### src/rtl/core_lsu.sv
// Load/store unit behind the execute-stage ALU: one word-aligned REQ/READY bus
// transaction per op, with byte-lane steering, load extension and timeout abort.
module core_lsu #(
    parameter int unsigned TIMEOUT_CYCLES = 255
) (
    input  logic        CLK,
    input  logic        RST_N,
    input  logic        START,
    input  logic        I_LB,
    input  logic        I_LH,
    input  logic        I_LW,
    input  logic        I_LBU,
    input  logic        I_LHU,
    input  logic        I_SB,
    input  logic        I_SH,
    input  logic        I_SW,
    input  logic [31:0] ADDR,
    input  logic [31:0] RS2,
    output logic        D_REQ,
    output logic        D_WE,
    output logic [31:0] D_ADDR,
    output logic [3:0]  D_BE,
    output logic [31:0] D_WDATA,
    input  logic [31:0] D_RDATA,
    input  logic        D_READY,
    output logic        BUSY,
    output logic        DONE,
    output logic [31:0] LOAD_DATA,
    output logic        MISALIGNED,
    output logic        BUS_ERR,
    output logic [31:0] EXC_ADDR
);

    typedef enum logic [1:0] {S_IDLE, S_REQ, S_FIN, S_EXC} state_t;
    typedef enum logic [1:0] {SZ_BYTE, SZ_HALF, SZ_WORD} acc_size_t;

    localparam logic [15:0] TIMEOUT_LIM = 16'(TIMEOUT_CYCLES);

    state_t      state_q, state_d;
    acc_size_t   size_q, size_d;
    logic        sext_q, sext_d;
    logic        we_q, we_d;
    logic [31:0] addr_q, addr_d;
    logic [3:0]  be_q, be_d;
    logic [31:0] wdata_q, wdata_d;
    logic [15:0] cnt_q, cnt_d;
    logic [31:0] load_q, load_d;
    logic [31:0] exc_addr_q, exc_addr_d;
    logic        bus_err_q, bus_err_d;

    logic [7:0]  op_flags;
    logic        op_onehot;
    acc_size_t   start_size;
    logic        start_store;
    logic        start_sext;
    logic        start_misal;
    logic [3:0]  start_be;
    logic [31:0] start_wdata;
    logic [7:0]  rd_byte;
    logic [15:0] rd_half;
    logic [31:0] load_ext;
    logic        req_active;

    assign op_flags  = {I_SW, I_SH, I_SB, I_LHU, I_LBU, I_LW, I_LH, I_LB};
    // Exactly one bit set: non-zero and clearing the lowest set bit leaves nothing.
    assign op_onehot = (op_flags != 8'd0) && ((op_flags & (op_flags - 8'd1)) == 8'd0);

    assign start_store = I_SB | I_SH | I_SW;
    assign start_sext  = I_LB | I_LH;

    always_comb begin
        start_size = SZ_WORD;
        if (I_LB || I_LBU || I_SB) begin
            start_size = SZ_BYTE;
        end else if (I_LH || I_LHU || I_SH) begin
            start_size = SZ_HALF;
        end
    end

    always_comb begin
        start_misal = 1'b0;
        start_be    = 4'b1111;
        start_wdata = RS2;
        case (start_size)
            SZ_BYTE: begin
                start_be    = 4'b0001 << ADDR[1:0];
                start_wdata = {4{RS2[7:0]}};
            end
            SZ_HALF: begin
                start_misal = ADDR[0];
                start_be    = ADDR[1] ? 4'b1100 : 4'b0011;
                start_wdata = {2{RS2[15:0]}};
            end
            default: begin
                start_misal = (ADDR[1:0] != 2'b00);
            end
        endcase
        if (!start_store) begin
            start_wdata = '0;
        end
    end

    always_comb begin
        case (addr_q[1:0])
            2'd0:    rd_byte = D_RDATA[7:0];
            2'd1:    rd_byte = D_RDATA[15:8];
            2'd2:    rd_byte = D_RDATA[23:16];
            default: rd_byte = D_RDATA[31:24];
        endcase
        rd_half = addr_q[1] ? D_RDATA[31:16] : D_RDATA[15:0];
        case (size_q)
            SZ_BYTE: load_ext = {{24{sext_q & rd_byte[7]}}, rd_byte};
            SZ_HALF: load_ext = {{16{sext_q & rd_half[15]}}, rd_half};
            default: load_ext = D_RDATA;
        endcase
    end

    always_comb begin
        state_d    = state_q;
        size_d     = size_q;
        sext_d     = sext_q;
        we_d       = we_q;
        addr_d     = addr_q;
        be_d       = be_q;
        wdata_d    = wdata_q;
        cnt_d      = cnt_q;
        load_d     = load_q;
        exc_addr_d = exc_addr_q;
        bus_err_d  = bus_err_q;
        case (state_q)
            S_IDLE: begin
                if (START) begin
                    load_d = '0;
                    if (op_onehot) begin
                        addr_d  = ADDR;
                        size_d  = start_size;
                        sext_d  = start_sext;
                        we_d    = start_store;
                        be_d    = start_be;
                        wdata_d = start_wdata;
                        if (start_misal) begin
                            exc_addr_d = ADDR;
                            bus_err_d  = 1'b0;
                            state_d    = S_EXC;
                        end else begin
                            cnt_d   = '0;
                            state_d = S_REQ;
                        end
                    end
                end
            end
            S_REQ: begin
                // READY takes priority over a timeout expiring in the same cycle.
                if (D_READY) begin
                    load_d  = we_q ? 32'd0 : load_ext;
                    cnt_d   = '0;
                    state_d = S_FIN;
                end else if (cnt_q + 16'd1 == TIMEOUT_LIM) begin
                    exc_addr_d = addr_q;
                    bus_err_d  = 1'b1;
                    cnt_d      = '0;
                    state_d    = S_EXC;
                end else begin
                    cnt_d = cnt_q + 16'd1;
                end
            end
            S_FIN:   state_d = S_IDLE;
            S_EXC:   state_d = S_IDLE;
            default: state_d = S_IDLE;
        endcase
    end

    always_ff @(posedge CLK or negedge RST_N) begin
        if (!RST_N) begin
            state_q    <= S_IDLE;
            size_q     <= SZ_BYTE;
            sext_q     <= 1'b0;
            we_q       <= 1'b0;
            addr_q     <= '0;
            be_q       <= '0;
            wdata_q    <= '0;
            cnt_q      <= '0;
            load_q     <= '0;
            exc_addr_q <= '0;
            bus_err_q  <= 1'b0;
        end else begin
            state_q    <= state_d;
            size_q     <= size_d;
            sext_q     <= sext_d;
            we_q       <= we_d;
            addr_q     <= addr_d;
            be_q       <= be_d;
            wdata_q    <= wdata_d;
            cnt_q      <= cnt_d;
            load_q     <= load_d;
            exc_addr_q <= exc_addr_d;
            bus_err_q  <= bus_err_d;
        end
    end

    // Bus and status outputs decode straight from the state register so an
    // asynchronous reset drops them without waiting for a clock edge.
    assign req_active = (state_q == S_REQ);
    assign D_REQ      = req_active;
    assign D_WE       = req_active & we_q;
    assign D_ADDR     = {addr_q[31:2], 2'b00};
    assign D_BE       = req_active ? be_q : 4'b0000;
    assign D_WDATA    = req_active ? wdata_q : 32'd0;
    assign BUSY       = (state_q != S_IDLE);
    assign DONE       = (state_q == S_FIN);
    assign LOAD_DATA  = load_q;
    assign MISALIGNED = (state_q == S_EXC) & ~bus_err_q;
    assign BUS_ERR    = (state_q == S_EXC) & bus_err_q;
    assign EXC_ADDR   = exc_addr_q;

endmodule
### config.mk
export PLATFORM = sky130hd
export DESIGN_NAME = core_lsu
export DESIGN_NICKNAME = d
export VERILOG_FILES = /design/src/rtl/core_lsu.sv
export SDC_FILE = /design/constraint.sdc
export NUM_CORES = 1
export LEC_CHECK = 0
export BUFFER_PORTS_ARGS = -buffer_cell sky130_fd_sc_hd__buf_2
export CAP_MARGIN = 20
export CORE_UTILIZATION = 30
export DETAILED_ROUTE_END_ITERATION = 6
export GPL_TIMING_DRIVEN = 0
export PLACE_DENSITY = 0.56
export SLEW_MARGIN = 10
export SYNTH_ARGS = -nofsm -noshare
export SYNTH_HDL_FRONTEND = slang
export SYNTH_SLANG_ARGS = --single-unit
### constraint.sdc
create_clock -name CLK -period 4.64 [get_ports CLK]
set_input_delay 0.464 -clock CLK [delete_from_list [all_inputs] [get_ports CLK]]
set_output_delay 0.464 -clock CLK [all_outputs]
set_load 0.005 [all_outputs]
Word level (Yosys, flattened, before mapping)
Cells that the tools add are included.
{"block": "totals", "register_bits": 155, "word_cells": 100}
{"block": "op_classes", "n_eq_ne": 16, "addsub": 2, "shifts": 1, "reduce_logical": 20, "bitwise": 10, "muxes": 40}
{"operator": "32-bit 2-to-1 mux", "count": 10}
{"operator": "32-bit one-hot mux with 2 select lines", "count": 4}
{"operator": "16-bit 2-to-1 mux", "count": 6}
{"operator": "16-bit one-hot mux with 2 select lines", "count": 1}
{"operator": "8-bit one-hot mux with 3 select lines", "count": 1}
{"operator": "16-bit by 1-bit adder with 16-bit output, second input constant", "count": 1}
{"operator": "16-bit by 8-bit equality test with 1-bit output, second input constant", "count": 1}
{"operator": "2-bit 2-to-1 mux", "count": 7}
{"operator": "2-bit inequality test, second input constant", "count": 6}
{"operator": "3-bit AND reduction", "count": 3}
{"operator": "8-bit AND", "count": 1}
{"operator": "2-bit by 1-bit equality test with 1-bit output, second input constant", "count": 4}
{"operator": "2-bit logical NOT", "count": 4}
{"operator": "8-bit logical NOT", "count": 1}
{"operator": "4-bit 2-to-1 mux", "count": 2}
{"operator": "4-bit one-hot mux with 2 select lines", "count": 1}
{"operator": "8-bit nonzero test", "count": 1}
{"operator": "8-bit by 1-bit subtractor with 8-bit output, second input constant", "count": 1}
{"operator": "2-bit equality test, second input constant", "count": 3}
{"operator": "2-bit one-hot mux with 3 select lines", "count": 1}
{"operator": "6-bit AND reduction", "count": 1}
{"operator": "2-bit nonzero test", "count": 3}
{"operator": "1-bit AND", "count": 5}
{"operator": "1-bit 2-to-1 mux", "count": 5}
{"operator": "10 further kinds", "count": 16}

Longest topological paths before layout
Gate-level depths: netlist of the first run.
{"block": "depth", "depth_word": 10, "mapped_depth": 10}

Least setup slack after synthesis of the first run
No wires, ideal clock.
{"block": "synth_timing", "path_type": "in2reg", "startpoint": "in I_LH", "endpoint": "reg exc_addr_q[10], in the netlist EXC_ADDR[10]", "n_path_buf": 0, "path_stages": 6, "t_arrival_ps": 2775, "setup_slack_ps": 1715, "setup_ps": 150, "required_ps": 4490, "path_cell_list": "or4_1 -> or4b_1 -> a311o_1 -> a21o_1 -> nor4b_4 -> a222oi_1"}
{"block": "synth_between", "elab_chain_cells": 8}
{"element": "start: declaration", "line": "10", "rtl": "input logic I_LH,"}
{"element": "branches (longest 7 deep; another with 8-bit by 1-bit subtractor with 8-bit output)"}
{"element": "6-bit AND reduction (no source line) (*)"}
{"element": "end signal: assignment", "line": "196", "rtl": "exc_addr_q <= exc_addr_d;"}
{"element": "end: declaration", "line": "48", "rtl": "logic [31:0] exc_addr_q, exc_addr_d;"}
Every way passes the cells marked *.
A chain may end at the register's enable or synchronous reset.

Final worst setup path of the first run
{"block": "layout_timing", "startpoint": "reg state_q[0]", "endpoint": "out D_WDATA[9]"}
{"block": "layout_between", "elab_chain_cells": 2}
{"element": "start: declaration", "line": "39", "rtl": "state_t state_q, state_d;"}
{"element": "start signal: assignment", "line": "187", "rtl": "state_q <= state_d;"}
{"element": "2-bit by 1-bit equality test with 1-bit output", "line": "203", "rtl": "assign req_active = (state_q == S_REQ);"}
{"element": "32-bit 2-to-1 mux", "line": "208", "rtl": "assign D_WDATA = req_active ? wdata_q : 32'd0;"}
{"element": "end: declaration", "line": "23", "rtl": "output logic [31:0] D_WDATA,"}
No other way between the ends.

==> metrics.cfg, run 1 <==
[logic_synthesis]
postSynthCellCount = 938
synth-main-ff-cell = dfrtp_1
synth_edf_count = 0
synth_top_area_cell = dfrtp_1
synth_area_um2 = 8700
avgSynthCellArea_um2 = 9.28
ys_warn_count = 0
yosys.area.top_type_share_pct = 44.6
synth.most_common_cell = dfrtp_1
synth_area_leaders = dfrtp_1 (45%), mux2_2 (4.9%), mux2i_1 (3.8%)
synth-seq-cells = 155
synth_seq_area_share_pct = 44.6
async_reset_ff_share_pct = 100
synth.distinct_cells = 62
ys_top_cells_by_count = dfrtp_1 (155), nor2_1 (86), nand2_1 (76)

[global_routing]
grt_max_degree = 94
grt_overflow = 0
track_usage_pct = 19.7
grt_antenna_before_repair = 4
grt_pass1_vias = 7927
grt_pass1_wl_um = 44800

[sta]
period_share_pct = 79.8
fin_crit_ns = 3.70
holdWs_ns = 0.294
setup_viol = 0
hold_viol_final = 0
finalMaxSlewViolations = 0
rsz0062_at_grt = no
setup_tns_ns = 0
worst_slew_pin_slew_ns = 0.910
fmax_mhz = 270
fin_worst_skew_ns = 0.0147
relSlewSlack_pct = 39.4

[cts]
root_buffer = clkbuf_16
clock_latency_ns = 0.43
clkTransAtPathRegs_ns = 0.08
cts_buffers = 17
cts.path.max_buffers = 2
cts_tree = done
htree_levels = 4
hold_buffers = 1
postCtsResizedCells = 0
postCtsSetupBuffers = 0
cts.sinks = 155

[worst_setup_path]
r2r-end = state_q[1]
r2r-start = cnt_q[0]
startpoint_type = flip-flop
cp.arrival_ns = 3.24
ff2ff_path_depth = 9
r2r_slack_ns = 1.38
worst-setup-path-type = flip-flop to output pin
required_ns = 4.18
worstPathMaxFanout = 10
end_kind = output pin

[power_and_ir_drop]
switching_share_pct = 27.7
irDropWorstVdd_v = 0.000213
combPwrFrac_pct = 15.0
power_leakage_uw = 0.00551
power_switching_uw = 986
p_int_uw = 2570
power_density_nw_per_um2 = 321
clock_power_share_pct = 41.6
fin_total_pwr_uw = 3550
pwr-share-seq_pct = 43.4

[die]
die_width_um = 172
rows = 61
ioPinCount = 246
die_h_um = 172
die-area_um2 = 29700
initial_core_util_pct = 30.9
design.core.area_um2 = 28200

[detailed_routing]
drt_iter0_markers = 510
via_per_inst = 5.10
vias = 8137
detail-route-antenna-nets = 0
post_drt_wl_per_cell_um = 17.9
routed_wl_um = 28600
first_pass_iters = 6
drc = 0

[layout]
fin_nets = 1313
multi_input_area_um2 = 4180
area_growth_pct = 27.1
fill_cells = 2948
seq_area_um2 = 3880
layout-drive-gt1-share_pct = 30.3
design_area_um2 = 11100

[job]
cap_viol_max_count = 0

[worst_hold_path]
hold_path.class = primary input to flip-flop
holdPathStages = 2
worstHoldStart = RS2[5]
min_to = wdata_q[5]

[run_status]
outcome = completed

[placed_design]
dp_hpwl_um = 21200
placed_area_um2 = 10400
gp_congestion = 0.887
numPortBuffers = 243

[worst max-delay path, stage by stage, from the launching register on]
cell and delay [ns]:
dfrtp_1 0.36, clkbuf_1 0.38, nand2b_1 0.13, clkbuf_1 0.27
inv_1 0.30, clkbuf_1 0.55, clkbuf_1 0.46, and2_1 0.23
buf_2 0.12
[power by group through the flow]
stage	logic [uW]	registers (uW)	clock network (uW)
2_1_floorplan	321	1540	0
3_3_place_gp	528	1560	0
3_5_place_dp	538	1570	0
4_1_cts	541	1540	1510
5_1_grt	598	1560	1560
6_report	534	1540	1480
[placed cells by master, fill, tap and decap left out, types with 6 or more instances in the layout]
master | synthesis | layout
nand2b_1 | 28 | 28
nor3_1 | 49 | 49
o22ai_1 | 19 | 19
mux2_2 | 38 | 38
inv_1 | 23 | 23
dfrtp_1 | 155 | 155
a31oi_1 | 15 | 15
o221a_1 | 19 | 19
a22o_1 | 32 | 32
nor2_1 | 86 | 86
buf_1 | 7 | 7
clkbuf_1 | 57 | 57
a222oi_1 | 10 | 10
or3_1 | 6 | 6
a21oi_1 | 24 | 24
mux2i_1 | 33 | 33
nand3_1 | 12 | 12
and2_1 | 41 | 41
a21o_1 | 20 | 20
buf_2 | 11 | 253
buf_4 | 32 | 32
o31ai_1 | 6 | 6
o21ai_0 | 64 | 64
nand2_1 | 76 | 76
o21ai_1 | 7 | 7
a221oi_1 | 10 | 10
clkbuf_16 | 0 | 17
[area by class of cell]
type,instances,share of cell area (%)
Inverter,23,0.780
Clock inverter,14,1.56
Sequential cell,155,35.1
Clock buffer,18,3.97
Buffer,109,5.04
Tap cell,378,4.28
Antenna cell,3,0.0679
Timing Repair Buffer,245,11.4
Multi-Input combinational cell,652,37.8
[flip-flops by register name, indices dropped and copies added, names as in the netlist, 2 cells and up]
name	cells
be_q	4
wdata_q	32
cnt_q	16
EXC_ADDR	32
state_q	2
addr_q	32
LOAD_DATA	32
size_q	2
[stage by stage]
stage	worst slack, ns	util [%]	instances
floorplan	1.71	-	939
global placement	0.530	36.9	1560
detailed placement	0.943	37.0	1561
CTS	0.928	39.3	1594
global route	0.744	39.3	1595
finish	0.936	39.3	1597
[cells by family (layout without fill, tap and decap cells)]
| logic type | after synthesis | in the layout | share of synthesized area (%) |
|---|---|---|---|
| multiplexers | 71 | 71 | 8.71 |
| XOR/XNOR | 1 | 1 | 0.101 |
| other | 1 | 5 | 0.0431 |
| AND/OR/NAND/NOR | 331 | 331 | 18.8 |
| adder cells (fa/ha/maj) | 2 | 2 | 0.287 |
| buffers and inverters | 132 | 409 | 7.40 |
| AO/OA/AOI/OAI | 245 | 245 | 20.1 |
| flip-flops | 155 | 155 | 44.6 |
[worst max-delay path by stage]
stage	from	end	slack [ns]
2_1_floorplan	I_LH	EXC_ADDR[10]	1.71
3_3_place_gp	RST_N	addr_q[8]	0.53
3_5_place_dp	I_LH	wdata_q[28]	0.94
4_1_cts	state_q[0]	D_WDATA[9]	0.93
5_1_grt	state_q[0]	D_WDATA[11]	0.74
6_report	state_q[0]	D_WDATA[9]	0.94
[routing by layer]
layer | track usage [%] | wire length, um | vias to the layer above | part of all wire [%]
met5 | 0 | 27 | - | 0.094
met4 | 5.96 | 558 | 4 | 1.9
met3 | 5.26 | 1860 | 44 | 6.5
met2 | 31.1 | 13300 | 237 | 46
met1 | 26.1 | 12900 | 3967 | 45
li1 | - | - | 3885 | -
Note: power is estimated with default switching activity, not from simulation.
==> run 2: changes to the inputs <==
--- a/config.mk
+++ b/config.mk
@@ -10,7 +10,7 @@
 export CORE_UTILIZATION = 30
 export DETAILED_ROUTE_END_ITERATION = 6
 export GPL_TIMING_DRIVEN = 0
-export PLACE_DENSITY = 0.56
+export PLACE_DENSITY = 0.58
 export SLEW_MARGIN = 10
 export SYNTH_ARGS = -nofsm -noshare
 export SYNTH_HDL_FRONTEND = slang
==> constraint.sdc (replaced) <==
create_clock -name CLK -period 3.3 [get_ports CLK]
set_input_delay 0.33 -clock CLK [delete_from_list [all_inputs] [get_ports CLK]]
set_output_delay 0.33 -clock CLK [all_outputs]
set_load 0.005 [all_outputs]
==> metrics.cfg, run 2 (synthesized netlist as in run 1, its figures left out) <==
[placed_design]
dp.cells = 1561  ; unchanged
gp_congestion = 0.878  ; -1.0%
numPortBuffers = 243  ; unchanged
dp_hpwl_um = 21100  ; -0.39%

[die]
initial_core_util_pct = 30.9  ; unchanged
die_h_um = 172  ; unchanged
ioPinCount = 246  ; unchanged
die-area_um2 = 29700  ; unchanged
design.core.area_um2 = 28200  ; unchanged
rows = 61  ; unchanged
die_width_um = 172  ; unchanged

[sta]
setup_tns_ns = 0  ; unchanged
finalMaxSlewViolations = 0  ; unchanged
worst_slew_pin_slew_ns = 0.925  ; +0.0160 ns
relSlewSlack_pct = 38.3  ; -1.1 points
setup_viol = 0  ; unchanged
fin_crit_ns = 3.13
hold_viol_final = 0  ; unchanged
fmax_mhz = 319
fin_worst_skew_ns = 0.0178  ; +0.00314 ns
period_share_pct = 95.0

[layout]
final_cell_count_no_fill = 1595  ; -0.13%
fill_cells = 2850  ; -3.3%
area_growth_pct = 27.5
fin_nets = 1311  ; -0.15%
final_common_cell = buf_2
layout-drive-gt1-share_pct = 31.0  ; +0.71 points
mostFrequentLayoutCells = buf_2 (253), dfrtp_1 (155), nor2_1 (86)

[worst_setup_path]
max_stage_delay_ns = 0.59  ; +0.04 ns
r2r_slack_ns = 0.23  ; -1.15 ns
required_ns = 3.66  ; -0.52 ns
ff2ff_path_depth = 9  ; unchanged
cp_common_cell = buf_2
cp.arrival_ns = 3.50  ; +0.26 ns
crit_chain = buf_2 -> or4_1 -> or4b_1 -> a311oi_2 -> nand2_1 -> nor2_2 -> buf_2 -> a22o_1
r2r-start = cnt_q[0]
end_kind = flip-flop
cp_slowest_cell = a311oi_2
startpoint_type = primary input
worstPathMaxFanout = 10  ; unchanged
crit_buf_inv = 2  ; -4
cpLargestDelayFamily = simple AND/OR/NAND/NOR gates
worst-setup-path-type = primary input to flip-flop
r2r-end = EXC_ADDR[28]

[cts]
root_buffer = clkbuf_16
htree_levels = 4  ; unchanged
cts_tree = done
clock_latency_ns = 0.43  ; about the same
clkTransAtPathRegs_ns = 0.07  ; about the same
cts.path.max_buffers = 2  ; unchanged
cts.sinks = 155  ; unchanged
cts_buffers = 17  ; unchanged

[power_and_ir_drop]
power_density_nw_per_um2 = 455  ; +42%
irDropWorstVdd_v = 0.000291  ; +37%
power_leakage_uw = 0.00554  ; +0.49%

[detailed_routing]
met1_length_um = 13200  ; +2.2%
first_pass_iters = 5  ; -1
routed-wl-met3_um = 1920  ; +3.2%
via_per_inst = 5.15  ; +1.1%
post_drt_wl_per_cell_um = 18.1  ; +1.2%
vias = 8215  ; +0.96%
wl_met2_um = 13400  ; +0.86%
detail-route-antenna-nets = 0  ; unchanged
dr.max_layer_used = met5
drt_iter0_markers = 569  ; +12%
drc = 0  ; unchanged
routed_wl_um = 28900  ; +1.1%

[global_routing]
grt_pass1_wl_um = 44500  ; -0.69%
grt_overflow = 0  ; unchanged
grt_max_degree = 92  ; -2.1%
grt_pass1_vias = 7819  ; -1.4%
track_usage_pct = 19.4  ; -0.25 points
grt_antenna_before_repair = 5  ; +1

[worst_hold_path]
holdPathStages = 2  ; unchanged
hold_path.class = primary input to flip-flop
min_to = wdata_q[7]
worstHoldStart = RS2[7]

[job]
cap_viol_max_count = 0  ; unchanged

[run_status]
outcome = completed

-- run 2: repair_timing --
item	CTS	global route
resized for setup	2	6
hold endpoints to repair	64	0
buffers inserted	0	1
pin swaps	0	2
setup endpoints to repair	20	57
hold buffers	1	0
-- run 2: per-stage QoR --
| step | worst slack [ns] | area, um^2 | util, % | power (uW) | hold WS [ns] |
|---|---|---|---|---|---|
| after floorplan | 0.509 | 8710 | - | 2620 | 0.0344 |
| after detailed placement | -0.283 | 10400 | 37.0 | 2960 | 0.313 |
| after global routing | -0.0000355 | 11100 | 39.4 | 5280 | 0.147 |
| after global placement | -0.665 | 10400 | 36.9 | 2940 | 0.455 |
| final | 0.166 | 11100 | 39.4 | 5040 | 0.161 |
| after CTS | 0.00394 | 11100 | 39.3 | 5090 | 0.146 |
-- run 2: area by class of cell --
| type | instances | area (um^2) | area share [%] |
|---|---|---|---|
| diodes | 3 | 7.51 | 0.0677 |
| plain buffers | 106 | 551 | 4.96 |
| clock buffers | 17 | 425 | 3.83 |
| clock inverters | 15 | 195 | 1.76 |
| inverters | 23 | 86.3 | 0.778 |
| multi-input cells | 652 | 4210 | 37.9 |
| flip-flops and latches | 155 | 3880 | 35.0 |
| well taps | 378 | 473 | 4.26 |
| repair buffers | 246 | 1270 | 11.5 |
-- run 2: power breakdown --
part / internal [uW] / leakage [uW] / switching, uW
sequential: 2060 / 0.00212 / 111
combinational: 383 / 0.00312 / 368
clock: 1170 / 0.000303 / 960
-- run 2: how the worst max path moves through the flow --
stage / startpoint / to / cells past startpoint
after floorplan: I_LH / EXC_ADDR[10] / 6
after global placement: RST_N / addr_q[7] / 1
after detailed placement: I_LH / wdata_q[7] / 8
after CTS: cnt_q[0] / state_q[1] / 9
after global routing: cnt_q[5] / EXC_ADDR[28] / 8
final: I_LH / wdata_q[24] / 8
-- run 2: worst register-to-register path: stages (launching register included) --
cell and delay, ns:
dfrtp_1 0.49, ha_2 0.30, and4_1 0.32, and4_1 0.23
clkbuf_1 0.19, mux2i_1 0.13, a2111o_1 0.51, a21o_1 0.21
buf_2 0.19, a222oi_1 0.40
-- run 2: routing by layer --
metal	vias to the layer above	track usage, %
li1	3885	-
met1	4026	26.2
met2	271	30.8
met3	29	4.88
met4	4	5.08
met5	-	0
==> run 3: changes to the inputs <==
--- a/config.mk
+++ b/config.mk
@@ -5,12 +5,13 @@
 export SDC_FILE = /design/constraint.sdc
 export NUM_CORES = 1
 export LEC_CHECK = 0
-export BUFFER_PORTS_ARGS = -buffer_cell sky130_fd_sc_hd__buf_2
+export ABC_AREA = 1
 export CAP_MARGIN = 20
 export CORE_UTILIZATION = 30
 export DETAILED_ROUTE_END_ITERATION = 6
+export DONT_BUFFER_PORTS = 1
 export GPL_TIMING_DRIVEN = 0
-export PLACE_DENSITY = 0.58
+export PLACE_DENSITY = 0.5
 export SLEW_MARGIN = 10
 export SYNTH_ARGS = -nofsm -noshare
 export SYNTH_HDL_FRONTEND = slang
==> metrics.cfg, run 3 <==
[layout]
post-route-util_pct = 34.9  ; -4.5 points
layout-drive-gt1-share_pct = 10.3  ; -21 points
mostFrequentLayoutCells = nand2_1 (235), dfrtp_1 (155), inv_1 (138)
seq_area_um2 = 3880  ; unchanged
fin_nets = 1169  ; -11%
antenna_cells = 0  ; -3
area_growth_pct = 13.0
final_cell_count_no_fill = 1407  ; -12%
multi_input_area_um2 = 3210  ; -24%
fill_cells = 2852  ; +0.070%
final_common_cell = nand2_1

[sta]
rsz0062_at_grt = no
period_share_pct = 83.7  ; -11 points
fin_worst_skew_ns = 0.0176  ; -0.000246 ns
setup_tns_ns = 0  ; unchanged
relSlewSlack_pct = 55.0  ; +17 points
setup_viol = 0  ; unchanged
finalMaxSlewViolations = 0  ; unchanged
fmax_mhz = 362  ; +13%
hold_viol_final = 155  ; +155
holdWs_ns = -0.388  ; -0.550 ns
worst_slew_pin_slew_ns = 0.676  ; -0.250 ns
fin_crit_ns = 2.76  ; -0.371 ns

[worst_setup_path]
startpoint_type = flip-flop
max_stage_delay_ns = 0.54  ; -0.05 ns
end_kind = output pin
cp.arrival_ns = 2.43  ; -1.07 ns
crit_chain = inv_2 -> nor2_4 -> inv_2 -> clkbuf_1 -> clkbuf_1 -> nor2_1
required_ns = 2.97  ; -0.69 ns
worst-setup-path-type = flip-flop to output pin
worstPathMaxFanout = 10  ; unchanged
cp_slowest_cell = clkbuf_1

[die]
die_width_um = 166  ; -3.4%
design.core.area_um2 = 26300  ; -6.7%
initial_core_util_pct = 30.9  ; about the same
ioPinCount = 246  ; unchanged
die-area_um2 = 27700  ; -6.7%
rows = 59  ; -3.3%
die_h_um = 166  ; -3.4%

[detailed_routing]
first_pass_iters = 7  ; +2
post_drt_wl_per_cell_um = 18.5  ; +1.8%
routed_wl_um = 26000  ; -10%
drt_iter0_markers = 492  ; -14%
via_per_inst = 4.96  ; -3.6%
vias = 6983  ; -15%
detail-route-antenna-nets = 0  ; unchanged
drc = 9  ; +9

[global_routing]
grt_pass1_wl_um = 40800  ; -8.3%
grt_overflow = 0  ; unchanged
grt_pass1_vias = 6713  ; -14%
grt_antenna_before_repair = 0  ; -5
track_usage_pct = 18.9  ; -0.50 points
grt_max_degree = 156  ; +70%

[power_and_ir_drop]
power_density_nw_per_um2 = 520  ; +14%
irDropWorstVdd_v = 0.000233  ; -20%
power_leakage_uw = 0.00450  ; -19%
fin_total_pwr_uw = 4770  ; -5.4%

[logic_synthesis]
synth.most_common_cell = nand2_1
synth_area_um2 = 8110  ; -6.8%
ys_warn_count = 0  ; unchanged
yosys.area.top_type_share_pct = 47.8  ; +3.2 points
synth_area_leaders = dfrtp_1 (48%), nand2_1 (11%), o21ai_0 (6.7%)
ys_top_cells_by_count = nand2_1 (235), dfrtp_1 (155), inv_1 (138)
synth_edf_count = 0  ; unchanged
synth-main-ff-cell = dfrtp_1
synth_seq_area_share_pct = 47.8  ; +3.2 points
avgSynthCellArea_um2 = 7.81  ; -16%
async_reset_ff_share_pct = 100  ; unchanged
synth.distinct_cells = 37  ; -40%
postSynthCellCount = 1039  ; +11%
synth_top_area_cell = dfrtp_1
synth-seq-cells = 155  ; unchanged

[job]
cap_viol_max_count = 0  ; unchanged

[run_status]
outcome = finished with violations
violations = DRC, hold timing

[cts]
postCtsResizedCells = 0  ; -2
clock_latency_ns = 0.43  ; about the same
postCtsSetupBuffers = 0  ; unchanged
htree_levels = 4  ; unchanged
cts_tree = done
cts_buffers = 17  ; unchanged
clkTransAtPathRegs_ns = 0.07  ; about the same
root_buffer = clkbuf_16
cts.path.max_buffers = 2  ; unchanged
cts.sinks = 155  ; unchanged

[placed_design]
dp.cells = 1375  ; -12%
dp_hpwl_um = 19100  ; -9.6%
gp_congestion = 0.842  ; -4.0%
numPortBuffers = 0  ; -100%

[worst_hold_path]
hold_path.class = primary input to asynchronous set/reset pin

[run 3: worst max-delay path: cells and delay by family (launching register included)]
| kind | cells | cell delay, ns |
|---|---|---|
| buf+inv | 4 | 1.34 |
| simple gates | 2 | 0.23 |
| flops | 1 | 0.42 |
[run 3: logic make-up after synthesis]
group / after synthesis / share of synthesized area, %
multiplexers: 10 / 1.31
AND/OR/NAND/NOR: 426 / 22.8
flip-flops: 155 / 47.8
other: 1 / 0.0462
buffers and inverters: 229 / 12.7
adder cells (fa/ha/maj): 2 / 0.308
XOR/XNOR: 2 / 0.216
AO/OA/AOI/OAI: 214 / 14.8
[run 3: report_power, final]
part | total, uW | internal [uW] | leakage [uW] | switching [uW]
combinational | 490 | 207 | 0.00219 | 282
clock | 2140 | 1230 | 0.000305 | 911
sequential | 2140 | 2060 | 0.00200 | 85.7
[run 3: worst paths after layout]
kind	startpoint	endpoint	slack (ns)	cells after the start
max	state_q[0]	D_WDATA[24]	0.54	6
min	RST_N	EXC_ADDR[26]	-0.39	0
max reg2reg	state_q[0]	EXC_ADDR[21]	0.89	9
min reg2reg	be_q[1]	be_q[1]	0.50	2
max in group asynchronous	RST_N	wdata_q[11]	3.35	0
min in group CLK	ADDR[22]	addr_q[22]	0.05	1
[run 3: area by class of cell]
type | instances | area share, %
Inverter | 147 | 6.02
Buffer | 82 | 5.23
Clock inverter | 14 | 2.18
Clock buffer | 18 | 4.68
Multi-Input combinational cell | 656 | 35.0
Sequential cell | 155 | 42.3
Tap cell | 335 | 4.57
[run 3: per-stage QoR]
stage	worst slack (ns)	cell area, um^2
2_1_floorplan	1.35	8120
3_3_place_gp	0.872	8540
3_5_place_dp	0.853	8540
4_1_cts	0.442	9170
5_1_grt	0.380	9170
6_report	0.537	9170
[run 3: routing by layer]
metal	vias up	wire [um]	track usage, %
met3	23	1370	4.30
met5	-	0	0
met4	0	405	5.15
li1	3407	-	-
met1	3375	12000	25.7
met2	178	12200	30.3
